===== src/rtl/mt9v034_i2c_dri_if.sv =====
// Sequencer-side port bundle of the MT9V034 I2C master: request, write data and status.
// With MT9V034_I2C_READ_EN defined it also carries the read/write select and read-back data.
interface mt9v034_i2c_dri_if;
  logic        i2c_exec;
  logic [7:0]  i2c_addr;
  logic [15:0] i2c_wr_data;
  logic        i2c_done;
  logic        i2c_ack;
  logic        i2c_busy;
`ifdef MT9V034_I2C_READ_EN
  logic        i2c_rh_wl;
  logic [15:0] i2c_rd_data;

  modport master (
    output i2c_exec, i2c_addr, i2c_wr_data, i2c_rh_wl,
    input  i2c_done, i2c_ack, i2c_busy, i2c_rd_data
  );
  modport slave (
    input  i2c_exec, i2c_addr, i2c_wr_data, i2c_rh_wl,
    output i2c_done, i2c_ack, i2c_busy, i2c_rd_data
  );
`else
  modport master (
    output i2c_exec, i2c_addr, i2c_wr_data,
    input  i2c_done, i2c_ack, i2c_busy
  );
  modport slave (
    input  i2c_exec, i2c_addr, i2c_wr_data,
    output i2c_done, i2c_ack, i2c_busy
  );
`endif
endinterface


===== src/rtl/mt9v034_i2c_dri.sv =====
// MT9V034 I2C master: start, SLAVE_ADDR+W, register byte, 16-bit data MSB first, stop.
// Define MT9V034_I2C_READ_EN to add reads (repeated start, SLAVE_ADDR+R, two data bytes in).
module mt9v034_i2c_dri #(
  parameter logic [6:0] SLAVE_ADDR = 7'h48,
  parameter int         CLK_FREQ   = 50_000_000,
  parameter int         I2C_FREQ   = 250_000
) (
  input  logic              clk,
  input  logic              rst,
  mt9v034_i2c_dri_if.slave  cfg,
  output logic              scl,
  output logic              sda_out,
  output logic              sda_oe,
  input  logic              sda_in
);

  localparam int DIV = CLK_FREQ / (4 * I2C_FREQ);
  localparam int CW  = (DIV >= 2) ? $clog2(DIV) : 1;

  if (DIV < 2) begin : g_div_check
    $error("mt9v034_i2c_dri: CLK_FREQ/(4*I2C_FREQ) must be at least 2");
  end

  typedef enum logic [3:0] {
    IDLE,
    START,
    SLV,
    REG,
    DATH,
    DATL,
    STOP
`ifdef MT9V034_I2C_READ_EN
    ,
    RSTART,
    SLVR
`endif
  } state_t;

  state_t        state_q, state_d;
  state_t        byte_next;
  logic [CW-1:0] cnt_q, cnt_d;
  logic [1:0]    qtr_q, qtr_d;
  logic [3:0]    bit_q, bit_d;
  logic [7:0]    addr_q, addr_d;
  logic [15:0]   data_q, data_d;
  logic          smp_q, smp_d;
  logic          done_q, done_d;
  logic          ack_q, ack_d;
  logic          busy_q, busy_d;
  logic          scl_q, scl_d;
  logic          sda_out_q, sda_out_d;
  logic          sda_oe_q, sda_oe_d;
  logic          q_end;
  logic          rx_now, rx_next;
  logic [7:0]    tx_byte;
  logic [2:0]    bit_sel;
`ifdef MT9V034_I2C_READ_EN
  logic          rd_q, rd_d;
  logic [15:0]   rd_shift_q, rd_shift_d;
  logic [15:0]   rd_data_q, rd_data_d;

  assign rx_now  = rd_q && ((state_q == DATH) || (state_q == DATL));
  assign rx_next = rd_d && ((state_d == DATH) || (state_d == DATL));
`else
  assign rx_now  = 1'b0;
  assign rx_next = 1'b0;
`endif

  // Byte that follows a successfully acknowledged byte state.
  always_comb begin
    byte_next = STOP;
    case (state_q)
      SLV:     byte_next = REG;
`ifdef MT9V034_I2C_READ_EN
      REG:     byte_next = rd_q ? RSTART : DATH;
      SLVR:    byte_next = DATH;
`else
      REG:     byte_next = DATH;
`endif
      DATH:    byte_next = DATL;
      default: byte_next = STOP;
    endcase
  end

  always_comb begin
    state_d = state_q;
    cnt_d   = cnt_q;
    qtr_d   = qtr_q;
    bit_d   = bit_q;
    addr_d  = addr_q;
    data_d  = data_q;
    smp_d   = smp_q;
    done_d  = 1'b0;
    ack_d   = ack_q;
    busy_d  = busy_q;
`ifdef MT9V034_I2C_READ_EN
    rd_d       = rd_q;
    rd_shift_d = rd_shift_q;
    rd_data_d  = rd_data_q;
`endif
    q_end = (cnt_q == CW'(DIV - 1));

    if (state_q == IDLE) begin
      // done_q holds off a new request until the cycle after the done pulse
      if (cfg.i2c_exec && !done_q) begin
        state_d = START;
        cnt_d   = '0;
        qtr_d   = '0;
        bit_d   = '0;
        addr_d  = cfg.i2c_addr;
        data_d  = cfg.i2c_wr_data;
        busy_d  = 1'b1;
        ack_d   = 1'b0;
`ifdef MT9V034_I2C_READ_EN
        rd_d    = cfg.i2c_rh_wl;
`endif
      end
    end else begin
      if (q_end) begin
        cnt_d = '0;
        qtr_d = qtr_q + 2'd1;
      end else begin
        cnt_d = cnt_q + 1'b1;
      end

      if (q_end && (qtr_q == 2'd2)) begin
        smp_d = sda_in;
      end

      if (q_end && (qtr_q == 2'd3)) begin
        case (state_q)
          START: state_d = SLV;
`ifdef MT9V034_I2C_READ_EN
          RSTART: state_d = SLVR;
`endif
          STOP: begin
            state_d = IDLE;
            busy_d  = 1'b0;
            done_d  = 1'b1;
`ifdef MT9V034_I2C_READ_EN
            if (rd_q && !ack_q) begin
              rd_data_d = rd_shift_q;
            end
`endif
          end
          default: begin
            if (bit_q != 4'd8) begin
              bit_d = bit_q + 4'd1;
`ifdef MT9V034_I2C_READ_EN
              if (rx_now) begin
                rd_shift_d = {rd_shift_q[14:0], smp_q};
              end
`endif
            end else begin
              bit_d = '0;
              // Slave NACK on a byte we transmitted aborts straight to STOP
              if (!rx_now && smp_q) begin
                ack_d   = 1'b1;
                state_d = STOP;
              end else begin
                state_d = byte_next;
              end
            end
          end
        endcase
      end
    end
  end

  // Pad values are decoded from the next state so they register in step with it.
  always_comb begin
    scl_d     = 1'b1;
    sda_out_d = 1'b1;
    sda_oe_d  = 1'b0;
    bit_sel   = 3'd7 - bit_d[2:0];
    tx_byte   = 8'h00;

    case (state_d)
      SLV:     tx_byte = {SLAVE_ADDR, 1'b0};
      REG:     tx_byte = addr_d;
      DATH:    tx_byte = data_d[15:8];
      DATL:    tx_byte = data_d[7:0];
`ifdef MT9V034_I2C_READ_EN
      SLVR:    tx_byte = {SLAVE_ADDR, 1'b1};
`endif
      default: tx_byte = 8'h00;
    endcase

    case (state_d)
      IDLE: begin
        scl_d     = 1'b1;
        sda_out_d = 1'b1;
        sda_oe_d  = 1'b0;
      end
`ifdef MT9V034_I2C_READ_EN
      START, RSTART: begin
`else
      START: begin
`endif
        sda_oe_d  = 1'b1;
        sda_out_d = !qtr_d[1];
        scl_d     = (qtr_d != 2'd3);
      end
      STOP: begin
        sda_oe_d  = 1'b1;
        sda_out_d = qtr_d[1];
        scl_d     = (qtr_d != 2'd0);
      end
      default: begin
        scl_d = (qtr_d == 2'd1) || (qtr_d == 2'd2);
        if (rx_next) begin
          // Master ACKs the high data byte and leaves the low one NACKed
          if ((bit_d == 4'd8) && (state_d == DATH)) begin
            sda_oe_d  = 1'b1;
            sda_out_d = 1'b0;
          end
        end else if (bit_d != 4'd8) begin
          sda_oe_d  = 1'b1;
          sda_out_d = tx_byte[bit_sel];
        end
      end
    endcase
  end

  always_ff @(posedge clk) begin
    if (rst) begin
      state_q   <= IDLE;
      cnt_q     <= '0;
      qtr_q     <= '0;
      bit_q     <= '0;
      addr_q    <= '0;
      data_q    <= '0;
      smp_q     <= 1'b0;
      done_q    <= 1'b0;
      ack_q     <= 1'b0;
      busy_q    <= 1'b0;
      scl_q     <= 1'b1;
      sda_out_q <= 1'b1;
      sda_oe_q  <= 1'b0;
    end else begin
      state_q   <= state_d;
      cnt_q     <= cnt_d;
      qtr_q     <= qtr_d;
      bit_q     <= bit_d;
      addr_q    <= addr_d;
      data_q    <= data_d;
      smp_q     <= smp_d;
      done_q    <= done_d;
      ack_q     <= ack_d;
      busy_q    <= busy_d;
      scl_q     <= scl_d;
      sda_out_q <= sda_out_d;
      sda_oe_q  <= sda_oe_d;
    end
  end

`ifdef MT9V034_I2C_READ_EN
  always_ff @(posedge clk) begin
    if (rst) begin
      rd_q       <= 1'b0;
      rd_shift_q <= '0;
      rd_data_q  <= '0;
    end else begin
      rd_q       <= rd_d;
      rd_shift_q <= rd_shift_d;
      rd_data_q  <= rd_data_d;
    end
  end

  assign cfg.i2c_rd_data = rd_data_q;
`endif

  assign cfg.i2c_done = done_q;
  assign cfg.i2c_ack  = ack_q;
  assign cfg.i2c_busy = busy_q;
  assign scl          = scl_q;
  assign sda_out      = sda_out_q;
  assign sda_oe       = sda_oe_q;

endmodule


===== src/flat_wrapper.sv =====
// flat-port wrapper written by rule: the top's interface ports become plain ports
module mt9v034_i2c_dri_flat 
#(
  parameter logic [6:0] SLAVE_ADDR = 7'h48,
  parameter int         CLK_FREQ   = 50_000_000,
  parameter int         I2C_FREQ   = 250_000
)
  (clk, rst, scl, sda_out, sda_oe, sda_in, cfg_i2c_exec, cfg_i2c_addr, cfg_i2c_wr_data, cfg_i2c_done, cfg_i2c_ack, cfg_i2c_busy);
  mt9v034_i2c_dri_if cfg_i ();
  input  logic clk;
  input  logic rst;
  output logic scl;
  output logic sda_out;
  output logic sda_oe;
  input  logic sda_in;
  input wire logic [$bits(cfg_i.i2c_exec)-1:0] cfg_i2c_exec;
  input wire logic [$bits(cfg_i.i2c_addr)-1:0] cfg_i2c_addr;
  input wire logic [$bits(cfg_i.i2c_wr_data)-1:0] cfg_i2c_wr_data;
  output wire logic [$bits(cfg_i.i2c_done)-1:0] cfg_i2c_done;
  output wire logic [$bits(cfg_i.i2c_ack)-1:0] cfg_i2c_ack;
  output wire logic [$bits(cfg_i.i2c_busy)-1:0] cfg_i2c_busy;
  assign cfg_i.i2c_exec = cfg_i2c_exec;
  assign cfg_i.i2c_addr = cfg_i2c_addr;
  assign cfg_i.i2c_wr_data = cfg_i2c_wr_data;
  assign cfg_i2c_done = cfg_i.i2c_done;
  assign cfg_i2c_ack = cfg_i.i2c_ack;
  assign cfg_i2c_busy = cfg_i.i2c_busy;
  mt9v034_i2c_dri #(.SLAVE_ADDR(SLAVE_ADDR), .CLK_FREQ(CLK_FREQ), .I2C_FREQ(I2C_FREQ)) u_core (.clk(clk), .rst(rst), .cfg(cfg_i), .scl(scl), .sda_out(sda_out), .sda_oe(sda_oe), .sda_in(sda_in));
endmodule

===== config.mk =====
export PLATFORM = sky130hd
export DESIGN_NAME = mt9v034_i2c_dri_flat
export DESIGN_NICKNAME = d
export VERILOG_FILES = /design/src/rtl/mt9v034_i2c_dri_if.sv /design/src/rtl/mt9v034_i2c_dri.sv /design/src/flat_wrapper.sv
export SDC_FILE = /design/constraint.sdc
export NUM_CORES = 1
export LEC_CHECK = 0
export CORE_AREA = 2 2 79 81
export CTS_CLUSTER_SIZE = 40
export DETAILED_ROUTE_END_ITERATION = 10
export DIE_AREA = 0 0 81 83
export PLACE_DENSITY_LB_ADDON = 0.08
export SLEW_MARGIN = 20
export SYNTH_ARGS = -nofsm -noshare
export SYNTH_HDL_FRONTEND = slang
export SYNTH_SLANG_ARGS = --single-unit
export TNS_END_PERCENT = 1

===== constraint.sdc =====
create_clock -name clk -period 2.6 [get_ports clk]
set_input_delay 0.39 -clock clk [delete_from_list [all_inputs] [get_ports clk]]
set_output_delay 0.39 -clock clk [all_outputs]
set_load 0.1 [all_outputs]

==> Yosys cells after proc, flatten, opt, wreduce, memory -nomap -nowiden <==
Index checks and enable logic that the tools add are counted.
{ "totals": {"regBits": 47, "latchBits": 0, "ram_bits": 0, "mem_bits_ro": 0, "inputBits": 28, "n_memories": 0} }
{ "op_classes": {"addsub": 4, "mul": 0, "n_div": 0, "order_cmp": 1, "eq_ne": 22, "n_shift": 0, "muxes": 41, "bitwise_logic": 2, "n_reduce_logical": 18} }
{ "ops": {"columns": ["operator", "count"], "rows": [
  ["$mux 4", 10],
  ["$mux 16", 2],
  ["$pmux 8 s4", 1],
  ["$eq 4x3->1 const B", 5],
  ["$mux 6", 3],
  ["$eq 4x2->1 const B", 4],
  ["$mux 8", 2],
  ["$mux 1", 14],
  ["$pmux 3 s3", 1],
  ["$eq 4x1->1 const B", 2],
  ["$logic_not 4->1", 2],
  ["$ne 4x4->1 const B", 2],
  ["$pmux 4 s2", 1],
  ["$reduce_bool 2->1", 4],
  ["$add 6x1->6 const B", 1],
  ["$eq 2x2->1 const B", 3],
  ["$eq 6x6->1 const B", 1],
  ["$mux 2", 3],
  ["$pmux 1 s3", 2],
  ["$reduce_and 5->1", 1],
  ["$add 4x1->4 const B", 1],
  ["$lt 3x4->1 const B", 1],
  ["$ne 2x1->1 const B", 2],
  ["$ne 2x2->1 const B", 2],
  ["13 further kinds", 18]
]} }

==> Longest topological paths before layout <==
Gate-level depths: netlist of run 1.
{ "logic_depth": {"word_depth": 13, "depth_mapped": 13} }

==> Least setup slack after synthesis of run 1 <==
OpenSTA, ideal clock, no wires.
{ "synth_path": {"path_kind": "flip-flop to flip-flop", "from": "register u_core.done_q (netlist: u_core.cfg.i2c_done)", "to": "register u_core.sda_out_q (netlist: u_core.sda_out)", "setup_time_ps": 123, "arrival_ps": 2434, "required_time_ps": 2477, "path_slack_ps": 43, "stages_incl_launch_ff": 9, "period_less_slack_ps": 2557, "path_cell_list": "dfxtp_1 > nor2b_1 > nand2_2 > buf_2 > buf_1 > mux2i_1 > o211ai_1 > a22oi_1 > o211ai_2"} }
{ "synth_between": {"elab_chain_cells": 10, "word_cells_on_any_way": 27} }
{ "synth_lines": {"columns": ["element", "line_no", "source"], "rows": [
  ["start, declared", "mt9v034_i2c_dri.sv:47", "logic done_q, done_d;"],
  ["start signal, assigned", "mt9v034_i2c_dri.sv:248", "done_q <= done_d;"],
  ["$logic_not 1->1 (*)", "mt9v034_i2c_dri.sv:105", "if (cfg.i2c_exec && !done_q) begin"],
  ["$logic_and 1x1->1 (*)", "mt9v034_i2c_dri.sv:105", null],
  ["$mux 4", "mt9v034_i2c_dri.sv:105", null],
  ["$mux 4", "mt9v034_i2c_dri.sv:103", "if (state_q == IDLE) begin"],
  ["$eq 4x3->1, or another cell as far along", "mt9v034_i2c_dri.sv:178", "case (state_d)"],
  ["$pmux 8 s4", "mt9v034_i2c_dri.sv:178", null],
  ["$bmux 1 s3", "mt9v034_i2c_dri.sv:219", "sda_out_d = tx_byte[bit_sel];"],
  ["$mux 1 (implied by the code)", "mt9v034_i2c_dri.sv:219", null],
  ["$mux 1", "mt9v034_i2c_dri.sv:217", "end else if (bit_d != 4'd8) begin"],
  ["$pmux 1 s3 (*)", "mt9v034_i2c_dri.sv:189", "case (state_d)"],
  ["end signal, assigned", "mt9v034_i2c_dri.sv:252", "sda_out_q <= sda_out_d;"],
  ["end, declared", "mt9v034_i2c_dri.sv:51", "logic sda_out_q, sda_out_d;"]
]} }
Mark *: on every way between the ends. The rest lies on a longest branch, timed or not. The select of a mux whose other input is x is not followed.
A chain may end at the register's enable or synchronous reset.

==> Worst setup path in the final report of run 1 <==
{ "layout_path": {"from": "register u_core.bit_q[0]", "to": "register u_core.sda_out_q (netlist: u_core.sda_out)"} }
{ "layout_between": {"elab_chain_cells": 11, "word_cells_on_any_way": 25} }
{ "layout_lines": {"columns": ["element", "line_no", "source"], "rows": [
  ["start, declared", "mt9v034_i2c_dri.sv:43", "logic [3:0] bit_q, bit_d;"],
  ["start signal, assigned", "mt9v034_i2c_dri.sv:244", "bit_q <= bit_d;"],
  ["parallel branches: the longest is 10 deep, another holds $add 4x1->4", null, null],
  ["$pmux 1 s3 (*)", "mt9v034_i2c_dri.sv:189", null]
]} }
Mark *: on every way between the ends. The select of a mux whose other input is x is not followed.

==> summary.md, run 1 <==
| Metric | Value |
|---|---|
| Post-Syn Area | 0.00256 mm2 |
| Peak VDD IR | 0.259 mV |
| Global-route wire length before repair | 10.4 mm |
| Status | finished, final reports clean |
| Multi-input gate area | about 0.0016 mm2 |
| Die height | just over 80 um |
| Lkg Pwr | between 1 and 1.5 nW |
| Die Wd | approximately 80 um |
| Final setup violation count | 0 |
| Core area | 0.00582 mm2 |
| Antenna Cells | 0 |
| Yosys cell types | around 60 |
| Yosys reg bits | 47 |
| Htree depth | 2 |
| Pwr dens | roughly 450 mW/mm2 |
| RSZ-0062 raised after global routing | yes |
| Final Power | approximately 1.5 mW |
| I/O Buffers | 33 |
| Tot GR Track Use | between 10% and 20% |
| Gr ovfl total | 0 |
| 1st-iter DRT viols | 67 |
| # DRC | 0 |
| Worst setup EP type | flip-flop |
| Clk Latency, worst-skew pair | 0.31 ns |
| Fin. max-slew vios | 0 |
| FFs w/ async S/R, synth | 0% |
| CP Max Fanout | 6 |
| HPWL Detailed | 4.56 mm |
| Total CTS buffers | 5 |
| Rel. slew slack | roughly 74% |
| Place WS | 0.0553 ns |
| Achievable Freq | between 0.3 and 0.4 GHz |
| CTS tree | done |
| Total die area | approximately 0.0067 mm2 |
| Post-Synthesis Cells | between 300 and 400 |
| Remaining antenna violation count after routing | 0 |
| Setup slack after layout | between 0.07 and 0.08 ns |
| Antenna violations before repair | 0 |
| Worst EP required | approximately 2.8 ns |
| Design area | between 0.003 and 0.004 mm2 |
| CP Data Arrival Time | between 2 and 3 ns |
| Reg area | about 950 um2 |
| Pin count of the biggest net entering global routing | between 40 and 50 |
| Yosys warning total | 0 |
| Fin crit period | 2.52 ns |
| Commonest non-fill, non-tap cell in the layout | nand2_1 |
| Post-synth EDFFs | 0 |
| Placed Cells | roughly 430 |
| Syn Nets | about 350 |
| Syn Area/Cell | around 8.1 um2 |
| Most frequent cells in the layout | 53 x nand2_1, 44 x dfxtp_1, 38 x nor2_1, 31 x a21oi_1, 27 x clkdlybuf4s50_1 |
| Ports | 34 |
| Seq/Total Area, Yosys | a little under two fifths |
| Fillers | 585 |
| Hold Fails Final Rpt | 0 |
| Via Count | approximately 2.4k |
| Maxcap violations | 0 |
| WS Path Type | reg -> reg |
| Clk_skew | a little over 0.009 ns |
| Vias in the first global route | between 2k and 2.5k |
| Setup crit start kind | flip-flop |
| Clk buf depth | 2 |
| Sink Count | 47 |
| Routability Congestion | between 0.8 and 0.9 |
| Post-layout util | between 50 and 60% |
| Main synth FF type | dfxtp_1 |
| Clock slew seen by the registers of the worst setup and hold paths | 0.10 ns |
| Post-DR wirelength/cell | around 14 um |
| HP Class | reg -> reg |
| Layout cells sized above 1 | 19.5% |
| Worst Tran Pin Value | approximately 0.38 ns |
| Final period util | approximately 97% |
| First-pass DRT Iterations | 4 |
| Layout area overhead | 26.3% |
| Dpl cell area | a little over 0.003 mm2 |
| Drt total wl | ~6.2 mm |
| CTS Root Cell | clkbuf_8 |
| Initial core utilization | approximately 44% |
| Row Count | 28 |
| Final-stage net count | 399 |
| Non-Filler Instances | between 400 and 500 |
| Vias per cell | 5.38 |
## path summary, 6_finish.rpt
| path | from | slack, ns | depth (start not counted) | end |
|---|---|---|---|---|
| worst max-delay path | u_core.bit_q[0]$_SDFF_PP0_ | 0.08 | 10 | u_core.sda_out$_SDFF_PP1_ |
| worst min-delay path | u_core.data_q[6]$_SDFF_PP0_ | 0.46 | 2 | u_core.data_q[6]$_SDFF_PP0_ |
| worst max register to register | u_core.bit_q[0]$_SDFF_PP0_ | 0.08 | 10 | u_core.sda_out$_SDFF_PP1_ |
| worst min register to register | u_core.data_q[6]$_SDFF_PP0_ | 0.46 | 2 | u_core.data_q[6]$_SDFF_PP0_ |
## flip-flops by register name, indices dropped and copies added (netlist names)
signal and flops:
u_core.data_q 16, u_core.state_q 4, u_core.scl 1, u_core.cfg.i2c_busy 1, u_core.cnt_q 6, u_core.addr_q 8, u_core.smp_q 1, u_core.bit_q 4
u_core.sda_oe 1, u_core.cfg.i2c_ack 1, u_core.cfg.i2c_done 1, u_core.sda_out 1, u_core.qtr_q 2
## critical path, cell delays in order (launching register included)
cell,delay (ns)
dfxtp_4,0.38
inv_1,0.07
ha_2,0.19
and3b_2,0.26
nand4_1,0.19
a21oi_2,0.09
a211o_4,0.32
nor3_4,0.31
a2111oi_1,0.14
o32a_1,0.36
o211ai_2,0.15
## synth_stat cells (4+ instances only)
cell type / instances / area, um2
o21ai_0: 11 / 55.1
mux2i_1: 10 / 100
nand2_1: 53 / 199
nand3_1: 7 / 35.0
o211ai_1: 4 / 30.0
nor2_1: 40 / 150
a21oi_1: 32 / 160
ha_1: 8 / 100
o21ai_1: 5 / 25.0
clkbuf_1: 6 / 22.5
a31oi_1: 4 / 25.0
dfxtp_1: 47 / 941
and2_1: 4 / 25.0
nor3_1: 7 / 35.0
buf_2: 4 / 20.0
inv_1: 7 / 26.3
## cell type report
| cell class | instances | area share (%) |
|---|---|---|
| multi-input cells | 247 | 48.6 |
| clock buffers | 5 | 2.13 |
| clock inverters | 3 | 0.698 |
| repair buffers | 55 | 15.5 |
| inverters | 7 | 0.814 |
| flip-flops and latches | 47 | 29.3 |
| well taps | 75 | 2.91 |
## power by group
part / switching [mW] / internal, mW
Clock: 0.268 / 0.195
Sequential: 0.0185 / 0.748
Combinational: 0.121 / 0.0998
## layer usage
layer	up-vias	GRT usage, %	part of all wire (%)
met3	8	3.26	2.6
met2	43	33.4	51
li1	1213	-	-
met4	0	5.08	1.4
met1	1099	24.8	45
met5	-	0	0
## stage by stage
| stage | hold WS, ns | setup TNS (ns) |
|---|---|---|
| 2_1_floorplan | 0.431 | 0 |
| 3_3_place_gp | 0.446 | 0 |
| 3_5_place_dp | 0.450 | 0 |
| 4_1_cts | 0.464 | 0 |
| 5_1_grt | 0.486 | -0.0395 |
| 6_report | 0.460 | 0 |
## cell families (layout without fill, tap and decap cells)
group                    Yosys count  in the layout  share of synthesized area (%)
AND/OR/NAND/NOR                  146            146                           29.7
AO/OA/AOI/OAI                     80             80                           20.6
flip-flops                        47             47                           36.8
buffers and inverters             22             70                           3.72
multiplexers                      12             12                           4.94
adder cells (fa/ha/maj)            8              8                           3.92
XOR/XNOR                           1              1                          0.343
## timing repair
item / 4_1_cts / 5_1_grt
setup buffers: 0 / 5
endpoints found under the setup margin: 0 / 2
hold buffers: 0 / 0
resized for setup: 0 / 19
Note: power is estimated with default switching activity, not from simulation.
==> inputs of run 2 (changes only) <==
--- a/config.mk
+++ b/config.mk
@@ -5,6 +5,7 @@
 export SDC_FILE = /design/constraint.sdc
 export NUM_CORES = 1
 export LEC_CHECK = 0
+export CAP_MARGIN = 30
 export CORE_AREA = 2 2 79 81
 export CTS_CLUSTER_SIZE = 40
 export DETAILED_ROUTE_END_ITERATION = 10
==> results of run 2 <==
No change in the layout: final DEF, timing and power equal those of run 1.
==> inputs of run 3 (changes only) <==
--- a/config.mk
+++ b/config.mk
@@ -10,7 +10,7 @@
 export CTS_CLUSTER_SIZE = 40
 export DETAILED_ROUTE_END_ITERATION = 10
 export DIE_AREA = 0 0 81 83
-export PLACE_DENSITY_LB_ADDON = 0.08
+export PLACE_DENSITY = 0.73
 export SLEW_MARGIN = 20
 export SYNTH_ARGS = -nofsm -noshare
 export SYNTH_HDL_FRONTEND = slang
==> constraint.sdc (replaced) <==
create_clock -name clk -period 2.6 [get_ports clk]
set_input_delay 0.39 -clock clk [delete_from_list [all_inputs] [get_ports clk]]
set_output_delay 0.39 -clock clk [all_outputs]
set_load 0.01 [all_outputs]
==> run 3 against run 2 <==
Cell count grew 0.23%. Sequential share of layout area shrank 0.60 points. Fmax increased by 0.92%. Sequential cell count is the same. Critical endpoint unchanged. Largest power group unchanged.
==> summary.md, run 3 (synthesis gave the netlist of run 1 again) <==
| Metric | Value |
|---|---|
| Peak VDD IR | 0.297 mV |
| Top reg by flops | u_core.data_q |
| Fin crit period | approximately 2.5 ns |
| Min-delay src | u_core.addr_q[3]$_SDFF_PP0_ |
| Hold Fails Final Rpt | 0 |
| Non-Filler Instances | 440 |
| CP startpoint | u_core.bit_q[0]$_SDFF_PP0_ |
| Vias in the first global route | around 2.3k |
| Clk buf depth | 2 |
| Total die area | between 0.006 and 0.007 mm2 |
| Worst r2r src | u_core.bit_q[0]$_SDFF_PP0_ |
| Clk_skew | between 0.004 and 0.005 ns |
| Pwr dens | between 400 and 500 mW/mm2 |
| Slowest cell on crit path | dfxtp_4 |
| Row Count | 28 |
| CP Max Fanout | 6 |
| I/O Buffers | 33 |
| Status | finished, final reports clean |
| Maxcap violations | 0 |
| Clock slew seen by the registers of the worst setup and hold paths | 0.09 ns |
| # hold bufs at CTS | 0 |
| Worst Tran Pin Value | approximately 0.55 ns |
| Layout area overhead | 29.4% |
| Clk Latency, worst-skew pair | roughly 0.30 ns |
| Vias per cell | 5.51 |
| Post-DR wirelength/cell | ~15 um |
| Final period util | 96.1% |
| Antenna Cells | 0 |
| Crit-path cells | inv_2 -> ha_4 -> and3b_2 -> nand4_1 -> a21oi_2 -> a211oi_4 -> buf_4 -> and3_1 -> o211ai_1 -> a31oi_1 -> a22oi_1 -> o211ai_2 |
| Commonest non-fill, non-tap cell in the layout | nand2_1 |
| Die height | around 83 um |
| Antenna violations before repair | 0 |
| Achievable Freq | around 0.40 GHz |
| Htree depth | 2 |
| Total CTS buffers | 5 |
| CP Data Arrival Time | roughly 2.7 ns |
| Lkg Pwr | roughly 1.3 nW |
| Routed wl met3 | between 200 and 250 um |
| Placed Cells | around 430 |
| Worst EP required | 2.80 ns |
| Layout cells sized above 1 | between 20% and 30% |
| Post-layout util | between 50% and 60% |
| Drt total wl | between 6 and 7 mm |
| Die Wd | 81 um |
| Core area | a little under 0.006 mm2 |
| First-pass DRT Iterations | 4 |
| Remaining antenna violation count after routing | 0 |
| Largest register FFs | 16 |
| 1st-iter DRT viols | 172 |
| Worst setup EP type | flip-flop |
| Worst stage delay on the critical path | between 0.3 and 0.4 ns |
| HP Class | reg -> reg |
| Most frequent cells in the layout | 52 x nand2_1, 41 x dfxtp_1, 38 x nor2_1, 33 x clkdlybuf4s50_1, 30 x a21oi_1 |
| Via Count | 2,426 |
| Final-stage net count | 400 |
| Final setup violation count | 0 |
| Routability Congestion | 0.922 |
| Rel. slew slack | 63.4% |
| Top Layer Used | met4 |
| WS Path Type | reg -> reg |
| Initial core utilization | 44.0% |
| CTS Root Cell | clkbuf_8 |
| Fin. max-slew vios | 0 |
| Setup crit start kind | flip-flop |
| Global-route wire length before repair | approximately 10 mm |
| TNS Setup | 0 ns |
| Design area | 0.00331 mm2 |
| Tot GR Track Use | 19.3% |
| Ports | 34 |
| Final Power | around 1.5 mW |
| CTS tree | done |
| Pin count of the biggest net entering global routing | 25 |
| Dpl cell area | 0.00307 mm2 |
| Top Registers | u_core.data_q x16, u_core.addr_q x8, u_core.cnt_q x6 |
| Gr ovfl total | 0 |
| DR WL met2 | 3.18 mm |
| HPWL Detailed | approximately 4.7 mm |
| Sink Count | 47 |
| Metal-1 WL | between 2 and 3 mm |
| # DRC | 0 |
[run 3: metrics by stage]
step / setup WS (ns) / hold slack (ns)
2_1_floorplan: 0.202 / 0.431
6_report: 0.101 / 0.464
5_1_grt: -0.0118 / 0.486
3_3_place_gp: 0.0362 / 0.444
4_1_cts: 0.00278 / 0.464
3_5_place_dp: 0.0198 / 0.451
[run 3: layout make-up]
| type | instances | area (um2) |
|---|---|---|
| Clock buffer | 6 | 82.6 |
| Clock inverter | 2 | 35.0 |
| Fill cell | 568 | 2510 |
| Inverter | 7 | 26.3 |
| Multi-Input combinational cell | 247 | 1590 |
| Sequential cell | 47 | 951 |
| Tap cell | 75 | 93.8 |
| Timing Repair Buffer | 56 | 528 |
[run 3: final timing paths]
check	endpoint	slack, ns	cells past startpoint
max	u_core.sda_out$_SDFF_PP1_	0.10	12
min	u_core.addr_q[3]$_SDFF_PP0_	0.46	2
max reg2reg	u_core.sda_out$_SDFF_PP1_	0.10	12
min reg2reg	u_core.addr_q[3]$_SDFF_PP0_	0.46	2
[run 3: routing by layer]
metal  global-route usage [%]  up-vias
li1                         -     1215
met1                     24.5     1145
met2                     31.8       55
met3                     4.13       11
met4                     7.09        0
met5                        0        -
[run 3: worst max-delay path, delay by kind of cell, from the launching register on]
kind | cells | cell delay (ns)
adders and majority gates | 1 | 0.12
buffers and inverters | 2 | 0.22
and+or+nand+nor | 3 | 0.64
DFF | 1 | 0.35
AOI/OAI and AO/OA | 6 | 1.06
[run 3: power breakdown]
group	internal, mW	switching (mW)	total [mW]	leakage (nW)
logic	0.105	0.107	0.212	0.886
clock network	0.311	0.248	0.559	0.0612
registers	0.749	0.0182	0.767	0.387
[run 3: repair_timing]
| action | 4_1_cts | 5_1_grt |
|---|---|---|
| buffers inserted | 1 | 4 |
| endpoints found under the setup margin | 1 | 1 |
| resized for setup | 2 | 25 |
| pin swaps | 2 | 11 |
